$ cat src/rtl/mem_bus_arbiter_pkg.sv
// Shared types and default widths for the two-requester memory bus arbiter.
// Holds the FSM state encoding, the owner encoding and a small owner helper.
package mem_bus_arbiter_pkg;

  localparam int unsigned InstAddrWidth = 32;
  localparam int unsigned InstWidth     = 32;

  localparam int unsigned ArbAddrWidth  = InstAddrWidth;
  localparam int unsigned ArbDataWidth  = InstWidth;
  localparam int unsigned ArbStateWidth = 2;

  typedef enum logic [ArbStateWidth-1:0] {
    ArbIdle = 2'd0,
    ArbAddr = 2'd1,
    ArbResp = 2'd2
  } arb_state_e;

  typedef enum logic {
    OwnerInst = 1'b0,
    OwnerData = 1'b1
  } owner_e;

  function automatic owner_e other_owner(input owner_e owner);
    return (owner == OwnerInst) ? OwnerData : OwnerInst;
  endfunction

endpackage

$ cat src/rtl/mem_bus_arbiter_if.sv
// Signal bundle between the arbiter, its two requesters (fetch and data) and
// the shared memory bus slave.
//   master : arbiter view (serves the requesters, masters the memory bus)
//   slave  : environment view (requesters plus memory slave)
interface mem_bus_arbiter_if #(
  parameter int unsigned ADDR_WIDTH = 32,
  parameter int unsigned DATA_WIDTH = 32
);
  localparam int unsigned SelWidth = DATA_WIDTH / 8;

  // Instruction fetch requester
  logic                  inst_req_i;
  logic [ADDR_WIDTH-1:0] inst_addr_i;
  logic [DATA_WIDTH-1:0] inst_rdata_o;
  logic                  inst_done_o;
  // Data requester
  logic                  data_req_i;
  logic                  data_we_i;
  logic [SelWidth-1:0]   data_sel_i;
  logic [ADDR_WIDTH-1:0] data_addr_i;
  logic [DATA_WIDTH-1:0] data_wdata_i;
  logic [DATA_WIDTH-1:0] data_rdata_o;
  logic                  data_done_o;
  // Memory bus
  logic                  bus_req_o;
  logic                  bus_we_o;
  logic [SelWidth-1:0]   bus_sel_o;
  logic [ADDR_WIDTH-1:0] bus_addr_o;
  logic [DATA_WIDTH-1:0] bus_wdata_o;
  logic                  bus_gnt_i;
  logic                  bus_rvalid_i;
  logic [DATA_WIDTH-1:0] bus_rdata_i;
  // Pipeline control
  logic                  stall_req_o;

  modport master (
    input  inst_req_i, inst_addr_i,
    output inst_rdata_o, inst_done_o,
    input  data_req_i, data_we_i, data_sel_i, data_addr_i, data_wdata_i,
    output data_rdata_o, data_done_o,
    output bus_req_o, bus_we_o, bus_sel_o, bus_addr_o, bus_wdata_o,
    input  bus_gnt_i, bus_rvalid_i, bus_rdata_i,
    output stall_req_o
  );

  modport slave (
    output inst_req_i, inst_addr_i,
    input  inst_rdata_o, inst_done_o,
    output data_req_i, data_we_i, data_sel_i, data_addr_i, data_wdata_i,
    input  data_rdata_o, data_done_o,
    input  bus_req_o, bus_we_o, bus_sel_o, bus_addr_o, bus_wdata_o,
    output bus_gnt_i, bus_rvalid_i, bus_rdata_i,
    input  stall_req_o
  );

endinterface

$ cat src/rtl/mem_bus_arbiter_arb_pick.sv
// Combinational grant selection for the memory bus arbiter.
// Inputs are the already-masked requests; with ARB_ROUND_ROBIN_EN defined a
// tie goes to the requester named by rr_ptr_i, otherwise data always wins.
//   inst_req_i / data_req_i : masked requests
//   rr_ptr_i                : preferred owner on a tie (round-robin build only)
//   grant_valid_o           : some request is grantable
//   grant_owner_o           : which requester gets the grant
module mem_bus_arbiter_arb_pick
  import mem_bus_arbiter_pkg::*;
(
  input  logic   inst_req_i,
  input  logic   data_req_i,
`ifdef ARB_ROUND_ROBIN_EN
  input  owner_e rr_ptr_i,
`endif
  output logic   grant_valid_o,
  output owner_e grant_owner_o
);

  always_comb begin
    grant_valid_o = inst_req_i | data_req_i;
    grant_owner_o = OwnerInst;
`ifdef ARB_ROUND_ROBIN_EN
    if (inst_req_i && data_req_i) begin
      grant_owner_o = rr_ptr_i;
    end else if (data_req_i) begin
      grant_owner_o = OwnerData;
    end
`else
    if (data_req_i) begin
      grant_owner_o = OwnerData;
    end
`endif
  end

endmodule

$ cat src/rtl/mem_bus_arbiter.sv
// Shares one memory bus port between instruction fetch and the data path.
// One transaction is outstanding at a time: IDLE picks an owner and latches
// its request into the bus_* registers, ADDR holds bus_req_o until bus_gnt_i,
// RESP waits for bus_rvalid_i and returns data with a one-cycle done pulse.
// Fetches are issued as reads with all byte enables set and zero write data.
// Optional macro ARB_ROUND_ROBIN_EN: on a tie grant the requester not granted
// last; otherwise data has fixed priority over fetch.
// Ports:
//   clk     : rising-edge clock
//   rst     : asynchronous active-high reset
//   arb_bus : requester, memory bus and stall signals (master modport)
module mem_bus_arbiter
  import mem_bus_arbiter_pkg::*;
#(
  parameter int unsigned ADDR_WIDTH = ArbAddrWidth,
  parameter int unsigned DATA_WIDTH = ArbDataWidth
) (
  input logic                clk,
  input logic                rst,
  mem_bus_arbiter_if.master  arb_bus
);

  localparam int unsigned SelWidth = DATA_WIDTH / 8;

  arb_state_e            state_q, state_d;
  owner_e                owner_q, owner_d;
  logic                  bus_we_q, bus_we_d;
  logic [SelWidth-1:0]   bus_sel_q, bus_sel_d;
  logic [ADDR_WIDTH-1:0] bus_addr_q, bus_addr_d;
  logic [DATA_WIDTH-1:0] bus_wdata_q, bus_wdata_d;
  logic [DATA_WIDTH-1:0] inst_rdata_q, inst_rdata_d;
  logic [DATA_WIDTH-1:0] data_rdata_q, data_rdata_d;
  logic                  inst_done_q, inst_done_d;
  logic                  data_done_q, data_done_d;
`ifdef ARB_ROUND_ROBIN_EN
  owner_e                rr_ptr_q, rr_ptr_d;
`endif

  logic   inst_req_m, data_req_m;
  logic   grant_valid;
  owner_e grant_owner;

  // A requester still holding req during its done cycle must not be re-granted.
  assign inst_req_m = arb_bus.inst_req_i & ~inst_done_q;
  assign data_req_m = arb_bus.data_req_i & ~data_done_q;

  mem_bus_arbiter_arb_pick u_arb_pick (
    .inst_req_i    (inst_req_m),
    .data_req_i    (data_req_m),
`ifdef ARB_ROUND_ROBIN_EN
    .rr_ptr_i      (rr_ptr_q),
`endif
    .grant_valid_o (grant_valid),
    .grant_owner_o (grant_owner)
  );

  always_comb begin
    state_d      = state_q;
    owner_d      = owner_q;
    bus_we_d     = bus_we_q;
    bus_sel_d    = bus_sel_q;
    bus_addr_d   = bus_addr_q;
    bus_wdata_d  = bus_wdata_q;
    inst_rdata_d = inst_rdata_q;
    data_rdata_d = data_rdata_q;
    inst_done_d  = 1'b0;
    data_done_d  = 1'b0;
`ifdef ARB_ROUND_ROBIN_EN
    rr_ptr_d     = rr_ptr_q;
`endif
    case (state_q)
      ArbIdle: begin
        if (grant_valid) begin
          owner_d = grant_owner;
          state_d = ArbAddr;
`ifdef ARB_ROUND_ROBIN_EN
          rr_ptr_d = other_owner(grant_owner);
`endif
          if (grant_owner == OwnerData) begin
            bus_we_d    = arb_bus.data_we_i;
            bus_sel_d   = arb_bus.data_sel_i;
            bus_addr_d  = arb_bus.data_addr_i;
            bus_wdata_d = arb_bus.data_wdata_i;
          end else begin
            bus_we_d    = 1'b0;
            bus_sel_d   = '1;
            bus_addr_d  = arb_bus.inst_addr_i;
            bus_wdata_d = '0;
          end
        end
      end
      // A response coincident with the grant is not legal and is ignored here.
      ArbAddr: begin
        if (arb_bus.bus_gnt_i) begin
          state_d = ArbResp;
        end
      end
      ArbResp: begin
        if (arb_bus.bus_rvalid_i) begin
          state_d = ArbIdle;
          if (owner_q == OwnerData) begin
            data_rdata_d = arb_bus.bus_rdata_i;
            data_done_d  = 1'b1;
          end else begin
            inst_rdata_d = arb_bus.bus_rdata_i;
            inst_done_d  = 1'b1;
          end
        end
      end
      default: state_d = ArbIdle;
    endcase
  end

  always_ff @(posedge clk or posedge rst) begin
    if (rst) begin
      state_q      <= ArbIdle;
      owner_q      <= OwnerInst;
      bus_we_q     <= 1'b0;
      bus_sel_q    <= '0;
      bus_addr_q   <= '0;
      bus_wdata_q  <= '0;
      inst_rdata_q <= '0;
      data_rdata_q <= '0;
      inst_done_q  <= 1'b0;
      data_done_q  <= 1'b0;
`ifdef ARB_ROUND_ROBIN_EN
      rr_ptr_q     <= OwnerInst;
`endif
    end else begin
      state_q      <= state_d;
      owner_q      <= owner_d;
      bus_we_q     <= bus_we_d;
      bus_sel_q    <= bus_sel_d;
      bus_addr_q   <= bus_addr_d;
      bus_wdata_q  <= bus_wdata_d;
      inst_rdata_q <= inst_rdata_d;
      data_rdata_q <= data_rdata_d;
      inst_done_q  <= inst_done_d;
      data_done_q  <= data_done_d;
`ifdef ARB_ROUND_ROBIN_EN
      rr_ptr_q     <= rr_ptr_d;
`endif
    end
  end

  assign arb_bus.bus_req_o    = (state_q == ArbAddr);
  assign arb_bus.bus_we_o     = bus_we_q;
  assign arb_bus.bus_sel_o    = bus_sel_q;
  assign arb_bus.bus_addr_o   = bus_addr_q;
  assign arb_bus.bus_wdata_o  = bus_wdata_q;
  assign arb_bus.inst_rdata_o = inst_rdata_q;
  assign arb_bus.inst_done_o  = inst_done_q;
  assign arb_bus.data_rdata_o = data_rdata_q;
  assign arb_bus.data_done_o  = data_done_q;
  assign arb_bus.stall_req_o  = (arb_bus.inst_req_i & ~inst_done_q) |
                                (arb_bus.data_req_i & ~data_done_q);

endmodule
$ cat src/flat_wrapper.sv
// flat-port wrapper written by rule: the top's interface ports become plain ports
module mem_bus_arbiter_flat import mem_bus_arbiter_pkg::*;
#(
  parameter int unsigned ADDR_WIDTH = ArbAddrWidth,
  parameter int unsigned DATA_WIDTH = ArbDataWidth
)
  (clk, rst, arb_bus_inst_req_i, arb_bus_inst_addr_i, arb_bus_inst_rdata_o, arb_bus_inst_done_o, arb_bus_data_req_i, arb_bus_data_we_i, arb_bus_data_sel_i, arb_bus_data_addr_i, arb_bus_data_wdata_i, arb_bus_data_rdata_o, arb_bus_data_done_o, arb_bus_bus_req_o, arb_bus_bus_we_o, arb_bus_bus_sel_o, arb_bus_bus_addr_o, arb_bus_bus_wdata_o, arb_bus_bus_gnt_i, arb_bus_bus_rvalid_i, arb_bus_bus_rdata_i, arb_bus_stall_req_o);
  mem_bus_arbiter_if #(.ADDR_WIDTH(ADDR_WIDTH), .DATA_WIDTH(DATA_WIDTH)) arb_bus_i ();
  input logic clk;
  input logic rst;
  input wire logic [$bits(arb_bus_i.inst_req_i)-1:0] arb_bus_inst_req_i;
  input wire logic [$bits(arb_bus_i.inst_addr_i)-1:0] arb_bus_inst_addr_i;
  output wire logic [$bits(arb_bus_i.inst_rdata_o)-1:0] arb_bus_inst_rdata_o;
  output wire logic [$bits(arb_bus_i.inst_done_o)-1:0] arb_bus_inst_done_o;
  input wire logic [$bits(arb_bus_i.data_req_i)-1:0] arb_bus_data_req_i;
  input wire logic [$bits(arb_bus_i.data_we_i)-1:0] arb_bus_data_we_i;
  input wire logic [$bits(arb_bus_i.data_sel_i)-1:0] arb_bus_data_sel_i;
  input wire logic [$bits(arb_bus_i.data_addr_i)-1:0] arb_bus_data_addr_i;
  input wire logic [$bits(arb_bus_i.data_wdata_i)-1:0] arb_bus_data_wdata_i;
  output wire logic [$bits(arb_bus_i.data_rdata_o)-1:0] arb_bus_data_rdata_o;
  output wire logic [$bits(arb_bus_i.data_done_o)-1:0] arb_bus_data_done_o;
  output wire logic [$bits(arb_bus_i.bus_req_o)-1:0] arb_bus_bus_req_o;
  output wire logic [$bits(arb_bus_i.bus_we_o)-1:0] arb_bus_bus_we_o;
  output wire logic [$bits(arb_bus_i.bus_sel_o)-1:0] arb_bus_bus_sel_o;
  output wire logic [$bits(arb_bus_i.bus_addr_o)-1:0] arb_bus_bus_addr_o;
  output wire logic [$bits(arb_bus_i.bus_wdata_o)-1:0] arb_bus_bus_wdata_o;
  input wire logic [$bits(arb_bus_i.bus_gnt_i)-1:0] arb_bus_bus_gnt_i;
  input wire logic [$bits(arb_bus_i.bus_rvalid_i)-1:0] arb_bus_bus_rvalid_i;
  input wire logic [$bits(arb_bus_i.bus_rdata_i)-1:0] arb_bus_bus_rdata_i;
  output wire logic [$bits(arb_bus_i.stall_req_o)-1:0] arb_bus_stall_req_o;
  assign arb_bus_i.inst_req_i = arb_bus_inst_req_i;
  assign arb_bus_i.inst_addr_i = arb_bus_inst_addr_i;
  assign arb_bus_inst_rdata_o = arb_bus_i.inst_rdata_o;
  assign arb_bus_inst_done_o = arb_bus_i.inst_done_o;
  assign arb_bus_i.data_req_i = arb_bus_data_req_i;
  assign arb_bus_i.data_we_i = arb_bus_data_we_i;
  assign arb_bus_i.data_sel_i = arb_bus_data_sel_i;
  assign arb_bus_i.data_addr_i = arb_bus_data_addr_i;
  assign arb_bus_i.data_wdata_i = arb_bus_data_wdata_i;
  assign arb_bus_data_rdata_o = arb_bus_i.data_rdata_o;
  assign arb_bus_data_done_o = arb_bus_i.data_done_o;
  assign arb_bus_bus_req_o = arb_bus_i.bus_req_o;
  assign arb_bus_bus_we_o = arb_bus_i.bus_we_o;
  assign arb_bus_bus_sel_o = arb_bus_i.bus_sel_o;
  assign arb_bus_bus_addr_o = arb_bus_i.bus_addr_o;
  assign arb_bus_bus_wdata_o = arb_bus_i.bus_wdata_o;
  assign arb_bus_i.bus_gnt_i = arb_bus_bus_gnt_i;
  assign arb_bus_i.bus_rvalid_i = arb_bus_bus_rvalid_i;
  assign arb_bus_i.bus_rdata_i = arb_bus_bus_rdata_i;
  assign arb_bus_stall_req_o = arb_bus_i.stall_req_o;
  mem_bus_arbiter #(.ADDR_WIDTH(ADDR_WIDTH), .DATA_WIDTH(DATA_WIDTH)) u_core (.clk(clk), .rst(rst), .arb_bus(arb_bus_i));
endmodule
$ cat config.mk
export PLATFORM = sky130hd
export DESIGN_NAME = mem_bus_arbiter_flat
export DESIGN_NICKNAME = d
export VERILOG_FILES = /design/src/rtl/mem_bus_arbiter_pkg.sv /design/src/rtl/mem_bus_arbiter_if.sv /design/src/rtl/mem_bus_arbiter_arb_pick.sv /design/src/rtl/mem_bus_arbiter.sv /design/src/flat_wrapper.sv
export SDC_FILE = /design/constraint.sdc
export NUM_CORES = 1
export LEC_CHECK = 0
export BUFFER_PORTS_ARGS = -buffer_cell sky130_fd_sc_hd__buf_2
export CAP_MARGIN = 25
export CORE_ASPECT_RATIO = 1.5
export CORE_UTILIZATION = 25
export CTS_BUF_LIST = sky130_fd_sc_hd__clkbuf_4 sky130_fd_sc_hd__clkbuf_8
export DETAILED_ROUTE_END_ITERATION = 8
export GPL_TIMING_DRIVEN = 0
export PLACE_DENSITY = 0.46
export SLEW_MARGIN = 5
export SYNTH_ARGS = -nofsm -noshare
export SYNTH_HDL_FRONTEND = slang
export SYNTH_SLANG_ARGS = --single-unit
$ cat constraint.sdc
create_clock -name clk -period 8.9 [get_ports clk]
set_input_delay 1.78 -clock clk [delete_from_list [all_inputs] [get_ports clk]]
set_output_delay 1.78 -clock clk [all_outputs]
set_load 0.01 [all_outputs]
# After elaboration in Yosys (flattened, before gate mapping)

Cells that the tools add are included.
Widths: inputs -> output; s select.

Register bits: 138
Bits in latches: 0
RAM bits: 0
Memory bits (read-only): 0
Bits of input ports: 139
Output and inout bits: 137
Word-level logic and storage cells: 41
Memories: 0

Add/subtract/negate cells: 0
$mul: 0
Divide/modulo/power cells: 0
Order comparisons: 0
Equal/unequal tests: 5
Shifts and indexed selects: 0
Mux-type cells: 15
Bitwise operators: 6
Reductions and logical operators: 5

Operators by type and width:

| cell               | number |
|---|---|
| $mux 32            | 2 |
| $reduce_and 3->1   | 3 |
| $mux 1             | 8 |
| $mux 2             | 3 |
| $pmux 2 s3         | 1 |
| $mux 4             | 1 |
| $ne 2x2->1 const B | 2 |
| $not 1->1          | 3 |
| $and 1x1->1        | 2 |
| $eq 2x1->1 const B | 1 |
| $eq 2x2->1 const B | 1 |
| $logic_not 2->1    | 1 |
| $ne 2x1->1 const B | 1 |
| $reduce_and 2->1   | 1 |
| $or 1x1->1         | 1 |

# Longest topological paths before layout

Gate-level depths: netlist of the first run.

Depth in word-level cells: 5
Gate-level depth with buffers: 6
Mapped depth without buffers: 4

# Hierarchy

A second synthesis of the first run with hierarchy kept.

Cells, all modules: 412
Area total of the unflattened synthesis: 5838.1 µm²

Modules (own cells, without submodules):

| module                   | times used | cells an instance | area an instance (µm²) | sequential area each (µm²) |
|---|---|---|---|---|
| mem_bus_arbiter          | 1          | 410               | 5824.3                 | 3453.3 |
| mem_bus_arbiter_arb_pick | 1          | 2                 | 13.8                   | 0.0 |

# Worst setup path after synthesis of the first run

Ideal clock, no wire load.

Path kind: input port to output port
Start point: input port arb_bus_data_req_i
End point: output port arb_bus_stall_req_o
Arrival: 2423 ps
Required time: 7120 ps
Path slack: 4697 ps
Stages on the path: 4
Buffers on the path: 2
Path through: nand2b_4 buf_6 clkbuf_1 nand2_1

Word-level cells in the longest chain between the ends: 2

Ends and longest elaborated chain:

| item               | RTL line               | source |
|---|---|---|
| start: declaration | flat_wrapper.sv:15     | `input wire logic [$bits(arb_bus_i.data_req_i)-1:0] arb_bus_data_req_i;` |
| $and 1x1->1        | mem_bus_arbiter.sv:156 | `(arb_bus.data_req_i & ~data_done_q);` |
| $or 1x1->1         | mem_bus_arbiter.sv:155 | `assign arb_bus.stall_req_o = (arb_bus.inst_req_i & ~inst_done_q) \|` |
| end: declaration   | flat_wrapper.sv:30     | `output wire logic [$bits(arb_bus_i.stall_req_o)-1:0] arb_bus_stall_req_o;` |

Every way passes these cells.

# Worst setup path in the final report of the first run

Ends and elaborated chain as after synthesis.

==> metrics, run 1 <==
clock power share=20.5%; I/O pins=276; Logic pwr share=39.5%; row count=66; share of cells above drive strength 1=69.69%; VDD IR max=0.0001381 V; Post-Syn Area=5527 um2; first-pass GRT wire length=21,510 um; vias in the first global route=4,252; Synth Warn #=0; worst relative slew slack=56.10%; Final period util=51.46%; DIE HEIGHT=184.1 um; hold depth=1; vias=4,017; router iterations before antenna repair=4; fmax=218.4 MHz; worst-skew pair later-pin latency=450 ps; 1st-iter DRT viols=87; pin count of the biggest net entering global routing=72; clk_skew=11.37 ps; Die Area=roughly 23,000 um2; worst r2r path cells=5; Avg WL per Cell=15.46 um; total grt overflow=0; Final TNS setup=0 ps; GRT Max-Usage Layer=met2; register bit total from synthesis=138; initial antenna violation count=0; Setup Fix Bufs, Post-CTS=0; most common cell after layout, fill and taps aside=buf_2; Tightest Pin Transition=658.4 ps; detailed placement HPWL=between 10,000 and 15,000 um; switching share of power=33.29%; sequential fraction of the synthesis area=62.49%; Mapped Avg Cell Area=16.16 um2; CP endpoint kind=primary output; routability cong.=0.7231; hold_buf cts=0; Fin Hold WS=486.7 ps; critical path arrival=2800 ps; Vias/cell=4.357; DRC viols=0; clock period minus final worst setup slack=roughly 4600 ps; Layout Nets=776; status=completed; R2R setup slack=6980 ps; Clock Path Buffers=2; cells after synthesis=342; gr usage total=12.71%; P_leak=3.884 nW; Min-Delay Path Class=register to register; Cell Int Power=0.001785 W; Layout area overhead=39.46%; Flop pwr share=40.0%; post_cts resized=0; HP Start=u_core.arb_bus.inst_rdata_o[25]; number of hold violations in the final report=0; met3 Usage GRT=4.858%; Max Slew Vio Count=0; CTS H-tree depth=4; CTS clk-pin slew, worst paths=roughly 70 ps; RSZ-0062 raised after global routing=false; port bufs=275; DIE WIDTH=approximately 120 um; clk root buf=clkbuf_8; Final ANT Viol Nets=0; total clock sinks=138; core box area=approximately 22,000 um2; CTS tree=yes; CTS Buf Count=17; met1 track demand over resource=13.17%; Post-Syn Nets=481; Max-cap violations=0; CP Launch Type=input pin; Hold EP=u_core.arb_bus.inst_rdata_o[25]; setup violators final=0; most frequent cells in the layout=buf_2, dfrtp_1, mux2_2; critical path peak fanout=10; Post-Route WL=~14,000 um; worst path required time=7120 ps; Net Switching=0.0008910 W; Power Density=approximately 350 nW/um2; Crit Reg-Reg Endpoint=u_core.arb_bus.bus_addr_o[5]; R2R Path Start=u_core.arb_bus.data_done_o; Initial Utilization=25.45%; # diodes=0; Synth cell types=22; critical path class=input pin to primary output; grt met2 use=22.41%
==> power by group through the flow <==
| stage | clock network (W) | logic [W] | registers [W] |
|---|---|---|---|
| 6_report | 0.000548 | 0.00106 | 0.00107 |
| 5_1_grt | 0.000598 | 0.00115 | 0.00111 |
| 4_1_cts | 0.000573 | 0.00108 | 0.00108 |
| 3_5_place_dp | 0 | 0.00108 | 0.00108 |
| 3_3_place_gp | 0 | 0.00107 | 0.00107 |
| 2_1_floorplan | 0 | 0.000491 | 0.00121 |
==> final cells by class <==
class | count | area [um2]
fill | 2163 | 14010
sequential | 138 | 3453
multi-input combinational | 180 | 1933
timing repair buffer | 276 | 1404
tap | 272 | 340.3
clock buffer | 21 | 289.0
clock inverter | 11 | 142.6
buffer | 21 | 128.9
inverter | 3 | 16.27
==> routing by layer <==
| layer | wire length, um | up-vias |
|---|---|---|
| met4 | 220 | 0 |
| li1 | - | 1831 |
| met1 | 5224 | 1996 |
| met5 | 0 | - |
| met2 | 7653 | 173 |
| met3 | 1158 | 17 |
==> cell usage after synthesis <==
cell      instances  share of area [%]
inv_1             3               0.20
nand2b_1          3               0.34
buf_4             3               0.41
a21o_1            1               0.14
nand2_1           2               0.14
nand4b_1          1               0.16
o22a_1            4               0.63
nor3_2            1               0.18
or3_1             1               0.11
a211oi_4          1               0.36
a22o_1           33                5.2
nor3b_4           1               0.34
mux2_1            2               0.41
buf_6             4               0.81
buf_2             7               0.63
clkbuf_1          7               0.48
mux2_2          116                 24
o21ai_0           2               0.18
dfrtp_1         138                 62
mux2_4           10                2.7
nand2b_4          1               0.25
a211o_1           1               0.16
==> registers in the layout (all words and copies together), names as in the netlist <==
register and flops:
u_core.arb_bus.bus_addr_o 32, u_core.arb_bus.bus_wdata_o 32, u_core.arb_bus.data_rdata_o 32, u_core.arb_bus.inst_rdata_o 32, u_core.arb_bus.bus_sel_o 4, u_core.state_q 2, u_core.arb_bus.bus_we_o 1, u_core.arb_bus.data_done_o 1
u_core.arb_bus.inst_done_o 1, u_core.owner_q 1
==> per-stage QoR <==
stage	util, %	area (um2)	power [W]	worst slack [ps]	std cells
after CTS	35.49	7707	0.002734	4265	922
after detailed placement	33.50	7276	0.002167	4262	890
after global placement	33.35	7243	0.002141	1821	889
final	35.49	7707	0.002676	4320	922
after global routing	35.49	7707	0.002860	4168	922
after floorplan	-	5527	0.001705	3424	342
==> worst max-delay path by stage <==
| stage | slack (ps) | start | endpoint | cells after the start |
|---|---|---|---|---|
| final | 4320 | arb_bus_data_req_i | arb_bus_stall_req_o | 6 |
| after global routing | 4170 | arb_bus_data_req_i | arb_bus_stall_req_o | 6 |
| after CTS | 4260 | arb_bus_data_req_i | arb_bus_stall_req_o | 6 |
| after detailed placement | 4260 | arb_bus_data_req_i | arb_bus_stall_req_o | 6 |
| after global placement | 1820 | rst | u_core.arb_bus.bus_wdata_o[10] | 2 |
| after floorplan | 3420 | rst | u_core.arb_bus.bus_addr_o[0] | 1 |
==> cells by family (layout without fill, tap and decap cells) <==
| logic type | count (synthesis) | count (layout) | synth area share [%] |
|---|---|---|---|
| flip-flops | 138 | 138 | 62.49 |
| multiplexers | 128 | 128 | 26.76 |
| AO/OA/AOI/OAI | 42 | 42 | 6.701 |
| buffers and inverters | 24 | 332 | 2.536 |
| AND/OR/NAND/NOR | 10 | 10 | 1.517 |
==> worst max-delay path, cell delays in order <==
cell and delay (ps):
buf_2 110, nand2b_4 60, buf_6 150, clkbuf_1 440, nand2_1 90, buf_2 170
No activity file was read; power rests on OpenSTA's default activity.
==> run 2: changes to the inputs <==
Clock period 8.9 ns to 4.5 ns, I/O delays scaled along.
==> run 2 against run 1 <==
Effect of this change: register-to-register slack lost 4400 ps; global-route usage grew 0.58 points; via count grew 0.52%.
==> metrics, run 2 (synthesis results as in run 1) <==
gr usage total=13.29%; Flop pwr share=40.2%; vias=4,038; Cell Int Power=0.003484 W; router iterations before antenna repair=4; I/O pins=around 280; CP endpoint kind=primary output; Setup Fix Bufs, Post-CTS=0; clock period minus final worst setup slack=2810 ps; vias in the first global route=4,399; Die Area=roughly 23,000 um2; Final ANT Viol Nets=0; initial antenna violation count=0; Crit Reg-Reg Endpoint=u_core.arb_bus.bus_addr_o[4]; R2R setup slack=roughly 2600 ps; Max-cap violations=0; Final TNS setup=0 ps; pin count of the biggest net entering global routing=38; Avg WL per Cell=15.90 um; # diodes=0; Logic pwr share=roughly two fifths; Layout area overhead=39.48%; number of hold violations in the final report=0; most common cell after layout, fill and taps aside=buf_2; DIE HEIGHT=roughly 180 um; R2R Path Start=u_core.arb_bus.data_done_o; P_leak=between 3 and 4 nW; first-pass GRT wire length=22,430 um; clk root buf=clkbuf_8; clock power share=19.7%; Final period util=62.45%; clk_skew=7.122 ps; CP Launch Type=input pin; status=completed; Post-Route WL=14,700 um; DRC viols=0; Tightest Pin Transition=851.7 ps; row count=66; CTS Buf Count=17; critical path peak fanout=10; share of cells above drive strength 1=a little over two thirds; VDD IR max=roughly 0.00027 V; total clock sinks=around 140; Min-Delay Path Class=register to register; Layout Nets=778; post_cts resized=0; Clock Path Buffers=2; hold_buf cts=0; worst-skew pair later-pin latency=450 ps; 1st-iter DRT viols=104; critical path arrival=about 1900 ps; worst relative slew slack=43.10%; setup violators final=0; hold depth=1; detailed placement HPWL=between 10,000 and 15,000 um; HP Start=u_core.arb_bus.bus_wdata_o[3]; Initial Utilization=25.45%; fmax=355.9 MHz; Power Density=682.5 nW/um2; routability cong.=0.7049; Vias/cell=4.370; switching share of power=33.78%; worst r2r path cells=5; Max Slew Vio Count=0; Hold EP=u_core.arb_bus.bus_wdata_o[3]; most frequent cells in the layout=buf_2, dfrtp_1, mux2_2; CTS tree=yes; CTS clk-pin slew, worst paths=70 ps; Fin Hold WS=around 500 ps; RSZ-0062 raised after global routing=false; Net Switching=0.001777 W; total grt overflow=0; CTS H-tree depth=4; critical path class=input pin to primary output; core box area=21,720 um2; worst path required time=3600 ps; DIE WIDTH=between 100 and 150 um; port bufs=275
==> run 2: worst max path at each step <==
stage	start	endpoint	slack [ps]	cells after the start
after floorplan	rst	u_core.arb_bus.bus_addr_o[0]	1880	1
after global placement	rst	u_core.arb_bus.bus_addr_o[30]	1000	2
after detailed placement	arb_bus_data_req_i	arb_bus_stall_req_o	1630	6
after CTS	arb_bus_data_req_i	arb_bus_stall_req_o	1630	6
after global routing	arb_bus_data_req_i	arb_bus_stall_req_o	1560	6
final	arb_bus_data_req_i	arb_bus_stall_req_o	1690	6
==> run 2: worst max-delay path: stages <==
cell	delay (ps)
buf_2	110
nand2b_4	60
buf_6	150
clkbuf_1	430
nand2_1	90
buf_2	170
==> run 2: power groups by stage <==
stage / sequential (W) / clock [W] / combinational [W]
finish: 0.00212 / 0.00104 / 0.00211
detailed placement: 0.00214 / 0 / 0.00216
floorplan: 0.00240 / 0 / 0.000971
global route: 0.00220 / 0.00115 / 0.00230
global placement: 0.00212 / 0 / 0.00212
CTS: 0.00213 / 0.00109 / 0.00216
==> run 2: routing by layer <==
layer,global-route usage (%),wire [um]
met3,5.167,1194
met1,13.38,5231
met2,23.55,7837
met4,6.361,431
met5,0,0
==> run 2: final cells by class <==
cell class / instances / area (um2)
fill: 2226 / 14010
buffer: 21 / 128.9
multi-input combinational: 180 / 1933
clock buffer: 19 / 249.0
sequential: 138 / 3453
clock inverter: 13 / 152.6
tap: 272 / 340.3
timing repair buffer: 278 / 1436
inverter: 3 / 15.01
==> run 2: per-stage QoR <==
stage	instance area (um2)	std cells	setup WS [ps]	total power (W)	utilization, %
floorplan	5530	342	1879	0.003372	-
global placement	7247	889	1001	0.004238	33.37
detailed placement	7307	892	1631	0.004300	33.64
CTS	7709	924	1631	0.005379	35.49
global route	7709	924	1563	0.005645	35.49
finish	7709	924	1690	0.005261	35.49
==> run 3: changes to the inputs <==
Settings changed: ABC_AREA from default to 1, PLACE_DENSITY 0.46 to 0.45.
Clock period 4.5 ns to 2.7 ns, I/O delays scaled along.
==> run 3 against run 2 <==
Effect of this change: count of clock-buffer cells in the layout is 2 higher; global-route usage rose by 3.0 points; sequential power increased by 62%; wire length is 31% higher; worst hold slack worse by 430 ps; area after synthesis up 7.0%; final area rose by 6.0%; worst setup slack got worse by 1300 ps; clock power increased by 67%; utilization fell by 0.20 points; combinational power grew 68%; total power up 66%; largest power group is now combinational logic.
==> metrics, run 3 <==
Min-Delay Path Class=input pin to async pin; routability cong.=0.7337; area leader, netlist=dfrtp_1; GRT Max-Usage Layer=met2; Mapped Avg Cell Area=8.799 um2; Final TNS setup=0 ps; Post-Route WL=19,210 um; Cell Int Power=0.005280 W; first-pass GRT wire length=29,960 um; CTS tree=yes; post-synthesis xor/xnor area fraction=0%; crit path cell chain=inv_2 -> nand2_2 -> nand2_2 -> buf_2 -> buf_2; Net Switching=0.003445 W; Max-cap violations=0; grt met2 use=29.93%; met1 track demand over resource=17.93%; Tightest Pin Transition=503.9 ps; critical path peak fanout=10; pin count of the biggest net entering global routing=36; Flop pwr share=39.3%; total clock sinks=138; Clock Path Buffers=2; row count=68; mux cell area share after synthesis=0%; vias=5,424; Synth Area in Simple Gates=26.53%; router iterations before antenna repair=4; max incr delay on CP=420 ps; most common cell in the netlist=nand2_1; initial antenna violation count=2; Pwr Total=0.008726 W; Layout area overhead=38.13%; status=completed; largest family of logic cells by synthesized area=simple AND/OR/NAND/NOR gates; adder and majority gate portion of the synthesized area=0%; Crit Reg-Reg Endpoint=u_core.arb_bus.bus_addr_o[10]; Post-Syn Nets=811; CTS Buf Count=17; Synth Area in Compound Gates=7.110%; gr usage total=between 10% and 20%; area of the multi-input gates=1989 um2; CTS H-tree depth=4; DIE HEIGHT=190.4 um; most common cell after layout, fill and taps aside=buf_2; clk root buf=clkbuf_8; R2R Path Start=u_core.arb_bus.data_done_o; Logic pwr share=40.7%; Layout Nets=1,108; Power Density=around 1100 nW/um2; Final period util=84.19%; detailed placement HPWL=14,670 um; clk_skew=about 14 ps; Synth cell types=20; 1st-iter DRT viols=between 150 and 200; number of hold violations in the final report=0; hold_buf cts=0; CP endpoint kind=primary output; sequential cell area=3453 um2; Initial Utilization=between 20 and 30%; Worst path slowest cell=dfrtp_1; critical path class=register to primary output; synth top area cells=dfrtp_1, nand2_1, nand3_1, o21ai_1, o21ai_2; Synth top cells by count=nand2_1, dfrtp_1, nand3_1, inv_1, o21ai_1; sequential fraction of the synthesis area=58.40%; worst relative slew slack=66.41%; DIE WIDTH=127.6 um; Synth Warn #=0; register bit total from synthesis=138; Synth top area share=58.40%; worst r2r path cells=7; clock power share=20.0%; total grt overflow=0; fmax=439.9 MHz; met3 Usage GRT=a little over 4%; CP Launch Type=register; post_cts resized=0; Die Area=~24,000 um2; Avg WL per Cell=14.80 um; worst path required time=approximately 2200 ps; core box area=23,140 um2; worst-skew pair later-pin latency=450 ps; EDFF count, synth=0; Setup Fix Bufs, Post-CTS=0; I/O pins=276; Vias/cell=4.179; cells after synthesis=672; P_leak=4.725 nW; VDD IR max=between 0.0004 and 0.0005 V; CTS clk-pin slew, worst paths=80 ps; Final Util=a little over a third; DRC viols=0; RSZ-0062 raised after global routing=false; vias in the first global route=between 5,000 and 6,000; critical path arrival=1730 ps; Final ANT Viol Nets=0; post-synthesis async set-or-reset flop share=100.0%; Post-Syn Area=between 5000 and 6000 um2; most frequent cells in the layout=buf_2, nand2_1, dfrtp_1; R2R setup slack=1230 ps; Worst Path Buf+Inv=3; Filler cells=2,555; share of cells above drive strength 1=about two fifths; clock period minus final worst setup slack=roughly 2300 ps; top_reg_cell synth=dfrtp_1; switching share of power=just under 40%; port bufs=between 200 and 300; top cell family by delay on the critical path=buffers and inverters; Max Slew Vio Count=0; setup violators final=0
## run 3: cell types whose count changed in the layout (fill, tap and decap cells not counted), moves of 10 or more
cell,change
a22o_1,-33
inv_1,+40
mux2_2,-116
mux2_4,-10
nand2_1,+265
nand3_1,+97
o21ai_1,+37
o21ai_2,+20
## run 3: logic make-up (layout without fill, tap and decap cells)
kind of cell | after synthesis | after routing
AO/OA/AOI/OAI | 69 | 69
buffers and inverters | 89 | 399
flip-flops | 138 | 138
other | 0 | 1
AND/OR/NAND/NOR | 376 | 376
## run 3: power groups by stage
stage / sequential, W / combinational (W) / clock (W)
after floorplan: 0.00388 / 0.00161 / 0
after global placement: 0.00346 / 0.00362 / 0
after detailed placement: 0.00347 / 0.00365 / 0
after CTS: 0.00344 / 0.00366 / 0.00183
after global routing: 0.00355 / 0.00400 / 0.00190
final: 0.00343 / 0.00355 / 0.00174
## run 3: worst max path at each step
stage / from / endpoint / cells after the start
2_1_floorplan: rst / u_core.arb_bus.bus_addr_o[0] / 1
3_3_place_gp: rst / u_core.arb_bus.bus_wdata_o[11] / 2
5_1_grt: u_core.arb_bus.data_done_o / arb_bus_stall_req_o / 5
3_5_place_dp: arb_bus_data_req_i / arb_bus_stall_req_o / 5
6_report: u_core.arb_bus.data_done_o / arb_bus_stall_req_o / 5
4_1_cts: u_core.arb_bus.data_done_o / arb_bus_stall_req_o / 5
## run 3: per-layer routing
layer / part of all wire, % / vias up
met5: 0.089 / -
met4: 1.2 / 2
met3: 5.6 / 13
met2: 53 / 174
met1: 40 / 2511
li1: - / 2724
## run 3: cell type report
| cell class | instances | area share (%) |
|---|---|---|
| clock inverter | 11 | 1.471 |
| inverter | 45 | 2.114 |
| sequential | 138 | 42.28 |
| antenna | 1 | 0.03064 |
| buffer | 44 | 3.692 |
| timing repair buffer | 278 | 17.77 |
| multi-input combinational | 445 | 24.36 |
| clock buffer | 21 | 3.462 |
| tap | 315 | 4.825 |
## run 3: through the flow
stage          cells  area, um2  hold slack (ps)  setup WS (ps)
6_report        1298       8168            68.19          426.8
5_1_grt         1298       8168            61.25          269.4
4_1_cts         1297       8165            32.14          346.3
3_5_place_dp    1265       7762            453.6          731.4
3_3_place_gp    1261       7682            450.6         -721.6
2_1_floorplan    672       5917            485.0          438.9
